**src/rtl/lcd_pkg.sv**
```systemverilog
// -----------------------------------------------------------------------------
// lcd_pkg
// Shared definitions for the LCD line arbiter: the controller state encoding,
// the HD44780-style command bytes used during initialisation and row
// addressing, and small helpers that map an index or row onto a command byte.
// -----------------------------------------------------------------------------
package lcd_pkg;

    typedef enum logic [2:0] {
        ST_INIT_WAIT = 3'd0,
        ST_INIT_CMD  = 3'd1,
        ST_CLR_WAIT  = 3'd2,
        ST_IDLE      = 3'd3,
        ST_ADDR      = 3'd4,
        ST_CHAR      = 3'd5,
        ST_DONE      = 3'd6
    } lcd_state_e;

    localparam logic [7:0] CMD_FUNC_SET   = 8'h3C;
    localparam logic [7:0] CMD_DISP_ON    = 8'h0C;
    localparam logic [7:0] CMD_ENTRY_MODE = 8'h06;
    localparam logic [7:0] CMD_CLEAR      = 8'h01;
    localparam logic [7:0] ADDR_ROW0      = 8'h80;
    localparam logic [7:0] ADDR_ROW1      = 8'hC0;

    localparam int NUM_INIT_CMDS = 4;
    localparam int NUM_CHARS     = 16;

    // Initialisation command issued in slot idx of the power-up sequence.
    function automatic logic [7:0] init_cmd(input logic [1:0] idx);
        logic [7:0] cmd;
        case (idx)
            2'd0:    cmd = CMD_FUNC_SET;
            2'd1:    cmd = CMD_DISP_ON;
            2'd2:    cmd = CMD_ENTRY_MODE;
            default: cmd = CMD_CLEAR;
        endcase
        return cmd;
    endfunction

    // DDRAM set-address command for the start of a row.
    function automatic logic [7:0] row_addr(input logic line);
        return line ? ADDR_ROW1 : ADDR_ROW0;
    endfunction

endpackage

```
**src/rtl/lcd_byte_slot.sv**
```systemverilog
// -----------------------------------------------------------------------------
// lcd_byte_slot
// Times one LCD byte slot of BYTE_CYC clocks. While active is high the slot
// counter runs 0..BYTE_CYC-1 and wraps, so back-to-back slots need no gap.
// Ports:
//   clk, resetn  - clock, asynchronous active-low reset
//   active       - the controller is in a state that emits bytes
//   lcd_e        - enable strobe, high in slot cycle 1 only
//   slot_done    - high in the last cycle of each slot
// -----------------------------------------------------------------------------
module lcd_byte_slot #(
    parameter int BYTE_CYC = 4
) (
    input  logic clk,
    input  logic resetn,
    input  logic active,
    output logic lcd_e,
    output logic slot_done
);

    localparam int CW = (BYTE_CYC > 1) ? $clog2(BYTE_CYC) : 1;
    localparam logic [CW-1:0] LAST  = CW'(BYTE_CYC - 1);
    localparam logic [CW-1:0] E_CYC = CW'(1);

    logic [CW-1:0] cnt_q, cnt_d;

    always_comb begin
        cnt_d = '0;
        if (active && (cnt_q != LAST)) begin
            cnt_d = cnt_q + CW'(1);
        end
    end

    always_ff @(posedge clk or negedge resetn) begin
        if (!resetn) begin
            cnt_q <= '0;
        end else begin
            cnt_q <= cnt_d;
        end
    end

    assign lcd_e     = active && (cnt_q == E_CYC);
    assign slot_done = active && (cnt_q == LAST);

endmodule

```
**src/rtl/lcd_line_arbiter.sv**
```systemverilog
// -----------------------------------------------------------------------------
// lcd_line_arbiter
// Initialises a character LCD, then arbitrates between two requesters that
// each want a full 16-character row written. A grant latches the winner's row
// and text; the block then sends one address byte and 16 character bytes and
// pulses the winner's ack.
//
// Configuration macro LCD_ARB_ROUND_ROBIN_EN:
//   defined   - a tie goes to the requester not served last
//   undefined - req0 always wins a tie (default build)
//
// Ports:
//   clk, resetn        - clock, asynchronous active-low reset
//   req0/req1          - line-write requests, held until ack
//   line0/line1        - target row (0 top, 1 bottom)
//   txt0/txt1          - 16 ASCII chars, [127:120] is column 0
//   ack0/ack1          - one-cycle completion pulses
//   ready              - idle and initialised
//   LCD_E/RS/RW/DATA   - LCD bus (RW tied low)
// -----------------------------------------------------------------------------
module lcd_line_arbiter
    import lcd_pkg::*;
#(
    parameter int BYTE_CYC  = 4,
    parameter int INIT_WAIT = 70,
    parameter int CLR_WAIT  = 200
) (
    input  logic         clk,
    input  logic         resetn,
    input  logic         req0,
    input  logic         req1,
    input  logic         line0,
    input  logic         line1,
    input  logic [127:0] txt0,
    input  logic [127:0] txt1,
    output logic         ack0,
    output logic         ack1,
    output logic         ready,
    output logic         LCD_E,
    output logic         LCD_RS,
    output logic         LCD_RW,
    output logic [7:0]   LCD_DATA
);

    localparam int WAIT_MAX = (INIT_WAIT > CLR_WAIT) ? INIT_WAIT : CLR_WAIT;
    localparam int WW       = $clog2(WAIT_MAX + 1);
    localparam logic [WW-1:0] INIT_LAST = WW'(INIT_WAIT - 1);
    localparam logic [WW-1:0] CLR_LAST  = WW'(CLR_WAIT - 1);
    localparam logic [3:0]    CMD_LAST  = 4'(NUM_INIT_CMDS - 1);
    localparam logic [3:0]    CHAR_LAST = 4'(NUM_CHARS - 1);

    lcd_state_e     state_q, state_d;
    logic [WW-1:0]  wait_q, wait_d;
    logic [3:0]     idx_q, idx_d;
    logic [7:0]     data_q, data_d;
    logic           rs_q, rs_d;
    logic           gnt1_q, gnt1_d;
    logic           ack0_q, ack0_d;
    logic           ack1_q, ack1_d;
    logic           ready_q, ready_d;
    logic [127:0]   txt_q, txt_d;

    logic           slot_active;
    logic           slot_done;
    logic           grant_any;
    logic           grant1;
    logic [3:0]     idx_inc;

    assign idx_inc     = idx_q + 4'd1;
    assign slot_active = (state_q == ST_INIT_CMD) || (state_q == ST_ADDR) ||
                         (state_q == ST_CHAR);

    lcd_byte_slot #(
        .BYTE_CYC (BYTE_CYC)
    ) u_slot (
        .clk       (clk),
        .resetn    (resetn),
        .active    (slot_active),
        .lcd_e     (LCD_E),
        .slot_done (slot_done)
    );

    // Tie-break. last1_q remembers who was served last; it resets to 1 so
    // requester 0 wins the first tie.
`ifdef LCD_ARB_ROUND_ROBIN_EN
    logic last1_q, last1_d;

    always_comb begin
        grant_any = req0 | req1;
        grant1    = req1 & (~req0 | ~last1_q);
        last1_d   = last1_q;
        if ((state_q == ST_IDLE) && grant_any) begin
            last1_d = grant1;
        end
    end

    always_ff @(posedge clk or negedge resetn) begin
        if (!resetn) begin
            last1_q <= 1'b1;
        end else begin
            last1_q <= last1_d;
        end
    end
`else
    always_comb begin
        grant_any = req0 | req1;
        grant1    = req1 & ~req0;
    end
`endif

    always_comb begin
        state_d = state_q;
        wait_d  = wait_q;
        idx_d   = idx_q;
        data_d  = data_q;
        rs_d    = rs_q;
        gnt1_d  = gnt1_q;
        txt_d   = txt_q;
        ack0_d  = 1'b0;
        ack1_d  = 1'b0;

        case (state_q)
            ST_INIT_WAIT: begin
                if (wait_q == INIT_LAST) begin
                    state_d = ST_INIT_CMD;
                    wait_d  = '0;
                    idx_d   = '0;
                    data_d  = init_cmd(2'd0);
                    rs_d    = 1'b0;
                end else begin
                    wait_d = wait_q + WW'(1);
                end
            end
            ST_INIT_CMD: begin
                if (slot_done) begin
                    if (idx_q == CMD_LAST) begin
                        state_d = ST_CLR_WAIT;
                    end else begin
                        idx_d  = idx_inc;
                        data_d = init_cmd(idx_inc[1:0]);
                    end
                end
            end
            ST_CLR_WAIT: begin
                if (wait_q == CLR_LAST) begin
                    state_d = ST_IDLE;
                    wait_d  = '0;
                end else begin
                    wait_d = wait_q + WW'(1);
                end
            end
            ST_IDLE: begin
                // Grant in the sampling cycle; row and text are captured here
                // so the requester may change them once granted.
                if (grant_any) begin
                    state_d = ST_ADDR;
                    gnt1_d  = grant1;
                    data_d  = row_addr(grant1 ? line1 : line0);
                    rs_d    = 1'b0;
                    txt_d   = grant1 ? txt1 : txt0;
                end
            end
            ST_ADDR: begin
                // Text is consumed from the top byte and shifted up per char.
                if (slot_done) begin
                    state_d = ST_CHAR;
                    idx_d   = '0;
                    data_d  = txt_q[127:120];
                    rs_d    = 1'b1;
                    txt_d   = {txt_q[119:0], 8'h00};
                end
            end
            ST_CHAR: begin
                if (slot_done) begin
                    if (idx_q == CHAR_LAST) begin
                        state_d = ST_DONE;
                        ack0_d  = ~gnt1_q;
                        ack1_d  = gnt1_q;
                    end else begin
                        idx_d  = idx_inc;
                        data_d = txt_q[127:120];
                        txt_d  = {txt_q[119:0], 8'h00};
                    end
                end
            end
            ST_DONE: begin
                state_d = ST_IDLE;
            end
            default: begin
                state_d = ST_INIT_WAIT;
                wait_d  = '0;
            end
        endcase

        ready_d = (state_d == ST_IDLE);
    end

    always_ff @(posedge clk or negedge resetn) begin
        if (!resetn) begin
            state_q <= ST_INIT_WAIT;
            wait_q  <= '0;
            idx_q   <= '0;
            data_q  <= 8'h00;
            rs_q    <= 1'b0;
            gnt1_q  <= 1'b0;
            ack0_q  <= 1'b0;
            ack1_q  <= 1'b0;
            ready_q <= 1'b0;
        end else begin
            state_q <= state_d;
            wait_q  <= wait_d;
            idx_q   <= idx_d;
            data_q  <= data_d;
            rs_q    <= rs_d;
            gnt1_q  <= gnt1_d;
            ack0_q  <= ack0_d;
            ack1_q  <= ack1_d;
            ready_q <= ready_d;
        end
    end

    // Text shift register carries payload only; reset is not needed.
    always_ff @(posedge clk) begin
        txt_q <= txt_d;
    end

    assign ack0     = ack0_q;
    assign ack1     = ack1_q;
    assign ready    = ready_q;
    assign LCD_RS   = rs_q;
    assign LCD_RW   = 1'b0;
    assign LCD_DATA = data_q;

endmodule

```
**config.mk**
```make
export PLATFORM = sky130hd
export DESIGN_NAME = lcd_line_arbiter
export DESIGN_NICKNAME = d
export VERILOG_FILES = /design/src/rtl/lcd_pkg.sv /design/src/rtl/lcd_byte_slot.sv /design/src/rtl/lcd_line_arbiter.sv
export SDC_FILE = /design/constraint.sdc
export NUM_CORES = 1
export LEC_CHECK = 0
export ABC_CLOCK_PERIOD_IN_PS = 10850
export CAP_MARGIN = 15
export CELL_PAD_IN_SITES_DETAIL_PLACEMENT = 0
export CELL_PAD_IN_SITES_GLOBAL_PLACEMENT = 1
export CORE_AREA = 3 3 143 145
export DETAILED_ROUTE_END_ITERATION = 10
export DIE_AREA = 0 0 146 148
export DONT_BUFFER_PORTS = 1
export MAX_ROUTING_LAYER = met4
export PLACE_DENSITY_LB_ADDON = 0.1
export SYNTH_ARGS = -nofsm -noshare
export SYNTH_HDL_FRONTEND = slang
export SYNTH_HIERARCHICAL = 1
export SYNTH_SLANG_ARGS = --single-unit
export TNS_END_PERCENT = 50
```
**constraint.sdc**
```tcl
create_clock -name clk -period 10.85 [get_ports clk]
set_input_delay 1.6275 -clock clk [delete_from_list [all_inputs] [get_ports clk]]
set_output_delay 1.6275 -clock clk [all_outputs]
set_load 0.02 [all_outputs]
```
======== Word level (Yosys, flattened, before mapping) ========
Cells that the tools add are included.
cells by class
  $add $sub $neg .......................... 3
  equal/unequal tests ..................... 23
  muxes and demuxes ....................... 47
  bitwise operators ....................... 4
  reductions and logical operators ........ 17
operators with widths
  operator                                                                number
  128-bit two-way mux                                                     5
  128-bit one-hot mux with 3 select lines                                 1
  8-bit two-way mux                                                       9
  8-bit one-hot mux with 5 select lines                                   1
  3-bit two-way mux                                                       8
  4-bit two-way mux                                                       6
  8-bit one-hot mux with 3 select lines                                   1
  3-bit one-hot mux with 7 select lines                                   1
  6-bit one-hot mux with 3 select lines                                   1
  2-bit != test (second input constant)                                   8
  4-bit one-hot mux with 4 select lines                                   1
  1-bit two-way mux                                                       10
  3-bit by 2-bit equality test with 1-bit output (second input constant)  3
  3-bit equality test (second input constant)                             3
  8-bit by 1-bit adder with 8-bit output (second input constant)          1
  8-bit by 7-bit equality test with 1-bit output (second input constant)  1
  8-bit equality test (second input constant)                             1
  8-bit AND reduction                                                     1
  7-bit two-way mux                                                       1
  7-bit AND reduction                                                     1
  3-bit nonzero test                                                      2
  5-bit AND reduction                                                     1
  5-bit nonzero test                                                      1
  5-bit OR reduction                                                      1
  other kinds (19)                                                        25
word-level totals
  bits in registers ....................... 158
  input port bits ......................... 262
  output and inout bits ................... 14
  logic and storage cells ................. 105

======== Depth between registers and ports, before layout ========
Gate-level depths: netlist (run 1).
  word-level depth ........................ 7
  depth in mapped cells ................... 9
  gate-level depth less buffers ........... 7

======== By module ========
Netlist (run 1), hierarchy kept.
modules (own cells, without submodules)
  module            instances  cells each  area each (µm²)  seq. area each (µm²)
  lcd_line_arbiter  1          858         7897.6           4544.4
  lcd_byte_slot     1          9           116.4            50.0

======== Least setup slack after synthesis (run 1) ========
Ideal clock, no wire load.
  kind .................................... reg-to-reg
  from .................................... register state_q[2]
  to ...................................... register txt_q[0], enable pin
  library setup time ...................... 0.792 ns
  data arrival time ....................... 10.291 ns
  path slack .............................. -0.233 ns
  cell stages (with the launch flop) ...... 7
  cells stage by stage .................... dfrtp_1 buf_2 clkbuf_1 nor2b_1 clkbuf_1 nand2_1 o21ai_0
between the ends
  cells in the longest elaborated chain, start to end .. 6
  elaborated cells between the ends (all ways) .. 13
ends and longest elaborated chain
  what                                                                                          RTL line                                         text
  start, declared                                                                               lcd_line_arbiter.sv:52                           lcd_state_e state_q, state_d;
  start signal, assigned                                                                        lcd_line_arbiter.sv:210                          state_q <= state_d;
  3-bit by 1-bit equality test with 1-bit output / 3-bit equality test (equally long branches)  lcd_line_arbiter.sv:70, lcd_line_arbiter.sv:122
  1-bit logical OR (2 in a row)                                                                 lcd_line_arbiter.sv:70                           assign slot_active = (state_q == ST_INIT_CMD) || (state_q == ST_ADDR) ||
  1-bit logical AND                                                                             lcd_byte_slot.sv:43                              assign slot_done = active && (cnt_q == LAST);
  2-bit != test (no source line)                                                                -
  5-bit AND reduction (no source line) (*)                                                      -
  end signal, assigned                                                                          lcd_line_arbiter.sv:224                          txt_q <= txt_d;
  end, declared                                                                                 lcd_line_arbiter.sv:61                           logic [127:0] txt_q, txt_d;
Mark *: on every way between the ends. The rest lies on a longest branch, timed or not.
A chain may end at the register's enable or synchronous reset.

======== Worst setup path in the final report (run 1) ========
  from .................................... register state_q[2]
  to ...................................... register txt_q[69], enable pin
The elaborated chain is that of the path after synthesis.

==> summary.md, run 1 <==
The flow ran to the end, and the final reports show no timing, DRC or antenna violations. The worst-case IR drop observed on VDD is 99.34 µV. The clock period minus worst slack was 3.914 ns. The initial antenna violation count was 0. The final standard cell count with taps included and fillers excluded was 1105; the maximum root-to-sink buffer count was 2. Counting flops and latches in the post-synthesis netlist gives 158. The tools report the count of mapped cells out of synthesis as 867. Dividing the synthesized area by the synthesized cell count gives 9.243 µm². Once the clock tree was built, the resizer swapped 0 gates to a different size.

The post-synthesis compound-gate area fraction works out to 13.52%. After synthesis, the share of cell area in mux cells is 1.327%. The startpoint identified for the worst register-to-register timing path is state_q[2].

After floorplanning, the core was sized to cover 0.01933 mm². For the pin with the worst max-slew slack, the measured transition is 0.9690 ns. The synthesized netlist devotes 1.249% of its cell area to adder and majority cells. The congestion estimate from routability-driven global placement came to 0.8317. The share of async-settable or async-resettable flops after synthesis was 18.99%; the number of nets in the layout was 1097.

The tools report the via count of the first global-routing pass as 6205. Clock latency on the worst-skew pair, taken at its later pin, is 0.41 ns. TritonCTS built the clock tree. In this run, synthesis inferred 128 flip-flops with an integrated enable. Of the total synthesized cell area, the portion taken by AND, OR, NAND and NOR gates is 22.75%. For the worst setup path, the data required time is 10.88 ns.

The most frequently used flop master after synthesis was edfxtp_1. After synthesis, the largest family of logic cells by area is simple AND/OR/NAND/NOR gates. The die covers 0.02161 mm². The type of the most critical hold path is reg2reg.

Cells with a size suffix above 1 make up 7.143% of the layout. The clock tree synthesis step divided the H-tree into 4 levels. The logs give 0.007679 ns for the worst clock skew and 33100 µm for the first-pass GRT wire length. Clock-pin slew was measured on the worst setup and hold paths at 0.06 ns. The sequential element share of the synthesized area was 57.33%; the overall via count from detail_route was 6198. The final critical path takes up 36.07% of the cycle. The synthesized netlist devotes 0% of its cell area to XOR and XNOR gates. The number of buffers inserted by port buffering came out at 0. The tools report the critical path launch point as state_q[2].

For this block, the initial DRC count from the detailed router was 326. The tools report the critical path capture point type as a flop. Data on the critical path arrives at its endpoint at 3.94 ns. For the synthesized net count, the log shows 1137.

Setup violations remaining at the end of the flow were counted as 0. The hold path endpoint was u_slot/cnt_q[0]. Setup repair after global routing left no endpoint under its margin. The number of buffers added by the clock tree synthesis step was 17; the detailed placer's ending HPWL was 14840 µm.

Entering global routing, the biggest net connects 92 pins. The beginning of the worst hold path was u_slot/cnt_q[0]. The Yosys step of the flow raised 6 warnings. The library cell used most frequently in the layout, excluding fill and tap cells, is nand2_1.

In the layout the commonest cells are nand2_1, edfxtp_1, nor2_1, a31oi_1, dfrtp_1. The tools report the total wirelength of the detailed-routed design as 21170 µm. The number of max-slew violations in the final report is 0, and the power density over the cells is 152.5 mW/mm².

For the count of max-cap constraint violations, the log shows 0. The cell sitting at the root of the clock tree is a clkbuf_16. In this run the count of I/O pins placed on the die edge is 276. The number of cells on the worst hold path works out to 1. The antenna diode count was 0.

The number of cells traversed by the worst register-to-register path came out at 5. For this configuration, the core starts out at a cell density of 41.45%. For this run, design rule violations remaining after detail routing come to 0.

The combined area of all synthesized cells is 0.008014 mm². Buffers added to address setup during post-CTS repair amount to 0. The number of endpoints with negative hold slack in the final report was 0; the standard-cell row count was 51. The worst pin sits at a relative slew slack of 35.27%. After detailed routing, the average wire length per cell comes to 19.16 µm. The number of iterations in the first detailed-routing pass is 5, and the maximum fanout count along the critical path is 72. The die is 148 µm tall.

Maximum frequency from static timing analysis: 0.2555 GHz. STA classifies the critical path startpoint as a flop. The clock net in this run drives a total of 158 sinks. Global routing consumed, over all layers together, 19.68% of the routing resources.

The signed area change from the synthesized netlist to the final layout was 9.430%; the count of cell types in the netlist was 48. Summed over all layers, the global routing overflow is 0. For this design, the CTS-stage hold fixing added 0 buffers. Including well taps, the total number of placed cells is 1072. The worst setup path is of the reg2reg kind.

The setup check on the worst reg-to-reg path leaves a slack of 6.94 ns. The analysis attributes to cell leakage a power of 3.391 nW. The run gives 1920 as the count of filler cells inserted in the layout.

The worst register-to-register path ends at txt_q[69]. The width of the die is 146 µm, and the final sum of negative setup slack is 0 ns. Dividing the detail-routed via count by the number of cells gives 5.609. The post-detailed-route count of antenna-violating nets came out at 0.
==> Yosys cell counts (2+ instances only) <==
cell,instances,area (µm²)
o21ai_0,19,95.09
nor3b_2,2,25.02
buf_1,8,30.03
a21oi_1,10,50.05
nand3_1,6,30.03
inv_1,8,30.03
o21ai_1,2,10.01
and2_1,3,18.77
and3_1,3,18.77
nor2_1,126,473.0
mux2_2,5,56.30
or2_2,3,18.77
a21o_1,2,15.01
nor3b_1,5,37.54
buf_2,2,10.01
ha_1,8,100.1
edfxtp_1,128,3844
a31oi_1,126,788.3
buf_4,3,22.52
clkbuf_1,51,191.4
a41oi_1,3,26.28
nor2b_1,5,31.28
or3_1,2,12.51
a221o_2,2,22.52
o311ai_0,2,17.52
nand2_1,272,1021
dfrtp_1,30,750.7
and3_2,2,15.01
a22oi_1,2,15.01
nand2b_1,5,31.28
mux2i_1,5,50.05
==> cell type report <==
class	count	area, µm²	share of cell area [%]
inverters	8	30.03	0.3424
clock inverters	13	165.2	1.883
clock buffers	19	432.9	4.937
repair buffers	7	65.06	0.7419
flip-flops and latches	158	4594	52.39
well taps	265	331.6	3.781
multi-input cells	635	3151	35.93
==> routing by layer <==
layer	global-route usage (%)	wire length (µm)	up-vias
met1	27.19	9272	2960
met3	4.108	1526	28
li1	-	-	2964
met2	29.43	9958	246
met5	-	0	-
met4	6.115	414	0
==> sequential cells by signal, indices dropped and copies added (netlist names) <==
name,count
gnt1_q,1
state_q,3
ack1,1
LCD_DATA,8
LCD_RS,1
u_slot/cnt_q,2
ready,1
ack0,1
wait_q,8
idx_q,4
txt_q,128
==> per-stage QoR <==
| step | utilization [%] | hold slack [ns] | setup WS (ns) | cell area (µm²) | total power [mW] |
|---|---|---|---|---|---|
| after global routing | 45.36 | 0.5127 | 6.667 | 8770 | 1.390 |
| after global placement | 42.16 | 0.4638 | 6.732 | 8152 | 0.7403 |
| after CTS | 45.25 | 0.5018 | 6.924 | 8750 | 1.352 |
| after floorplan | - | 0.4224 | 3.224 | 8014 | 0.7271 |
| after detailed placement | 42.16 | 0.4932 | 6.646 | 8152 | 0.7419 |
| final | 45.36 | 0.4941 | 6.936 | 8770 | 1.338 |
==> worst max path at each step <==
| stage | to | slack (ns) | cells past startpoint |
|---|---|---|---|
| 5_1_grt | txt_q[113] | 6.67 | 5 |
| 6_report | txt_q[69] | 6.94 | 5 |
| 2_1_floorplan | txt_q[0] | 3.22 | 6 |
| 4_1_cts | txt_q[93] | 6.92 | 5 |
| 3_5_place_dp | LCD_DATA[6] | 6.65 | 5 |
| 3_3_place_gp | LCD_DATA[6] | 6.73 | 5 |
==> power by group <==
part / total (mW) / leakage, nW / switching [mW] / internal [mW]
logic: 0.0694 / 1.54 / 0.0413 / 0.0281
clock network: 0.608 / 0.282 / 0.245 / 0.364
registers: 0.660 / 1.57 / 0 / 0.660
total: 1.34 / 3.39 / 0.286 / 1.05
==> worst max-delay path, cell delays in order, from the launching register on <==
cell and delay (ns):
dfrtp_1 0.72, nor2b_1 0.85, nand2_1 0.25, o21ai_4 0.18, buf_4 0.59, buf_4 0.82
==> cells by family (layout without fill, tap and decap cells) <==
group           Yosys count  after routing
buf+inv                  74             47
fa+ha+maj                 8              8
flops                   158            158
mux                      10             10
other cells               1              1
compound gates          173            173
simple gates            443            443
Power figures use the tool's default switching activity.
==> run 2: changes to the inputs <==
- ABC_CLOCK_PERIOD_IN_PS: 10850 -> 3900
- CORE_AREA: 3 3 143 145 -> 3 3 135 137
- DIE_AREA: 0 0 146 148 -> 0 0 138 140
- clock period: 10.85 -> 3.9 ns (I/O delays scaled with it)
==> run 2 against run 1 <==
Die area fell by 11%. Clock-buffer cell count rose by 1. First-iteration DRC count rose by 37%. Register-to-register slack got worse by 5.8 ns. Critical endpoint is now txt_q[5]. Setup slack got worse by 5.8 ns. Critical path type unchanged. Highest routed layer unchanged.
==> summary.md, run 2 (synthesized netlist as in run 1, its figures left out) <==
At the later pin of the worst-skew pair, clock insertion delay measures 0.42 ns. For the number of endpoints with negative hold slack in the final report, the log shows 0. The run gives 0 as the number of max-slew violations in the final report. The run gives 0 ns as the final sum of negative setup slack. The post-detailed-route count of antenna-violating nets is 0.

The logs give 1642 for the count of filler cells inserted in the layout and 0 for the antenna diode count. The run finished with clean final reports. The run gives 0 as the initial antenna violation count. The worst path needs 2.783 ns of the cycle, external delays included.

Across all layers, the routed design uses 6251 vias. The floorplan has 48 rows. The number of clock sinks came out at 158. In this run the critical register-to-register path is launched from state_q[0]. TritonCTS built the clock tree.

The kind of start point of the critical path is a flop. The initial core utilization was 46.66%; the number of primary I/O pins was 276. For the number of buffers added by the clock tree synthesis step, the log shows 17. The number of buffers inserted by port buffering is 0, and the leakage dissipation is 3.421 nW.

The tool flagged a number of max-cap violations equal to 0. The clock tree synthesis step divided the H-tree into 4 levels. Width of the die: 138 µm.

Compared with the post-synthesis result, the final layout area differs by 9.555%. The via count of the first global-routing pass came out at 6267. The register with the most flip-flops in the layout has 128 of them.

The placeable core area came out at 0.01718 mm². Static timing analysis puts the maximum clock frequency at 0.3594 GHz. Maximum fanout count along the critical path: 48. STA classifies the critical path endpoint as a flop. The slowest stage of the critical path is the dfrtp_1 cell. The top register by number of flip-flops was txt_q. The iteration-0 DRC count of the detailed router came out at 448. After detailed routing, the number of vias per cell comes to 5.848.

Entering global routing, the biggest net connects 81 pins. The peak per-stage delay on the critical path came out at 0.69 ns. Clock root buffer: clkbuf_16. The detail-routed net length per standard cell is 19.46 µm, and the first-pass GRT wire length is 32890 µm.

The relative slew slack was 53.95%; the final period utilization was 71.35%. Die footprint: 0.01932 mm². The worst-case IR drop observed on VDD is 301.1 µV. On the final layout, the worst clock skew is 0.009360 ns. In this run the cell area measured after placement is 0.008169 mm². The worst setup path is of the reg2reg kind. The total wirelength of the detailed-routed design came out at 20800 µm.

The slew at the pin with the worst max-slew slack was 0.6907 ns; the DRC violation count after routing was 0. The power density over the cells was 420.0 mW/mm²; the reg2reg setup slack was 1.12 ns. The worst register-to-register path ends at txt_q[5].

Counting along the longest clock path gives a buffer depth of 2. The tools report the endpoint of the most critical setup path as txt_q[5]. The setup violation total in the final timing report is 0.

The count of cells resized by post-cts repair was 0; the number of nets in the layout was 1102. Clock-pin slew of the registers on the worst-case setup and hold paths: 0.06 ns. In the layout the commonest cells are nand2_1, edfxtp_1, nor2_1, a31oi_1, dfrtp_1. Summed over all nets, the half-perimeter wirelength after detailed placement is 14570 µm. Tracing the worst setup path back leads to its startpoint at state_q[0]. The path class of the tightest hold or removal check is in2reg. The finished cells cover 0.008780 mm².

The total global routing overflow was 0; the number of cells traversed by the worst register-to-register path was 5. For this run, the detailed router's first-pass iteration total came to 5. Leaving out fill and tap cells, the most frequent cell in the layout is nand2_1.

The post-route netlist has 7.464% of its cells at a drive strength greater than 1. At the end of routability-driven placement, the weighted congestion stood at 0.8475. The logs give 3.95 ns for the data required time of the worst path and 21.70% for the total global-route track usage. Walking the worst path, the cells encountered are nor2b_1 > nand2_1 > or2_2 > o21ai_4 > buf_4.

From bottom edge to top edge, the die measures 140 µm. Data arrives at the worst endpoint at 2.83 ns. Setup repair after global routing left no endpoint under its margin. Measured on the finished design, the core utilization comes to 51.11%.
-- run 2: worst max-delay path, delay by kind of cell, from the launching register on --
family,cells,cell delay [ns]
AOI/OAI and AO/OA,1,0.09
buffers and inverters,1,0.54
DFF,1,0.69
and+or+nand+nor,3,1.07
-- run 2: metal layers --
| layer | GRT usage, % | wire length (µm) | vias up |
|---|---|---|---|
| met3 | 4.302 | 1160 | 27 |
| li1 | - | - | 2971 |
| met1 | 28.14 | 8988 | 3030 |
| met5 | - | 0 | - |
| met2 | 34.58 | 10250 | 223 |
| met4 | 7.124 | 401 | 0 |
-- run 2: cell type report --
class	instances	area [µm²]	area share [%]
inverter	8	30.03	0.3420
clock inverter	11	143.9	1.639
sequential	158	4594	52.33
clock buffer	20	436.7	4.974
tap	225	281.5	3.206
multi-input combinational	635	3151	35.88
timing repair buffer	12	142.6	1.625
-- run 2: per-stage QoR --
step / power, mW / worst slack, ns / cells / hold WS [ns]
3_3_place_gp: 2.058 / 1.215 / 1036 / 0.2906
4_1_cts: 3.723 / 1.139 / 1069 / 0.2513
3_5_place_dp: 2.062 / 1.152 / 1036 / 0.2910
6_report: 3.687 / 1.117 / 1069 / 0.2788
2_1_floorplan: 2.023 / 0.07013 / 867 / 0.2894
5_1_grt: 3.829 / 0.9202 / 1069 / 0.2487
-- run 2: how the worst min path moves through the flow --
stage / start / to / slack, ns / cells past startpoint
finish: req0 / gnt1_q / 0.28 / 1
global route: req0 / gnt1_q / 0.25 / 1
CTS: req0 / gnt1_q / 0.25 / 1
detailed placement: resetn / idx_q[1] / 0.29 / 0
global placement: resetn / ready / 0.29 / 0
floorplan: resetn / LCD_DATA[0] / 0.29 / 0
-- run 2: repair_timing --
item,4_1_cts,5_1_grt
endpoints found under the setup margin,0,0
endpoints found under the hold margin,30,0
hold buffers,2,0
setup buffers,0,0
-- run 2: power breakdown --
part	switching [mW]	internal (mW)	total (mW)
Clock	0.651	1.00	1.65
Combinational	0.119	0.0809	0.200
Sequential	0	1.84	1.84
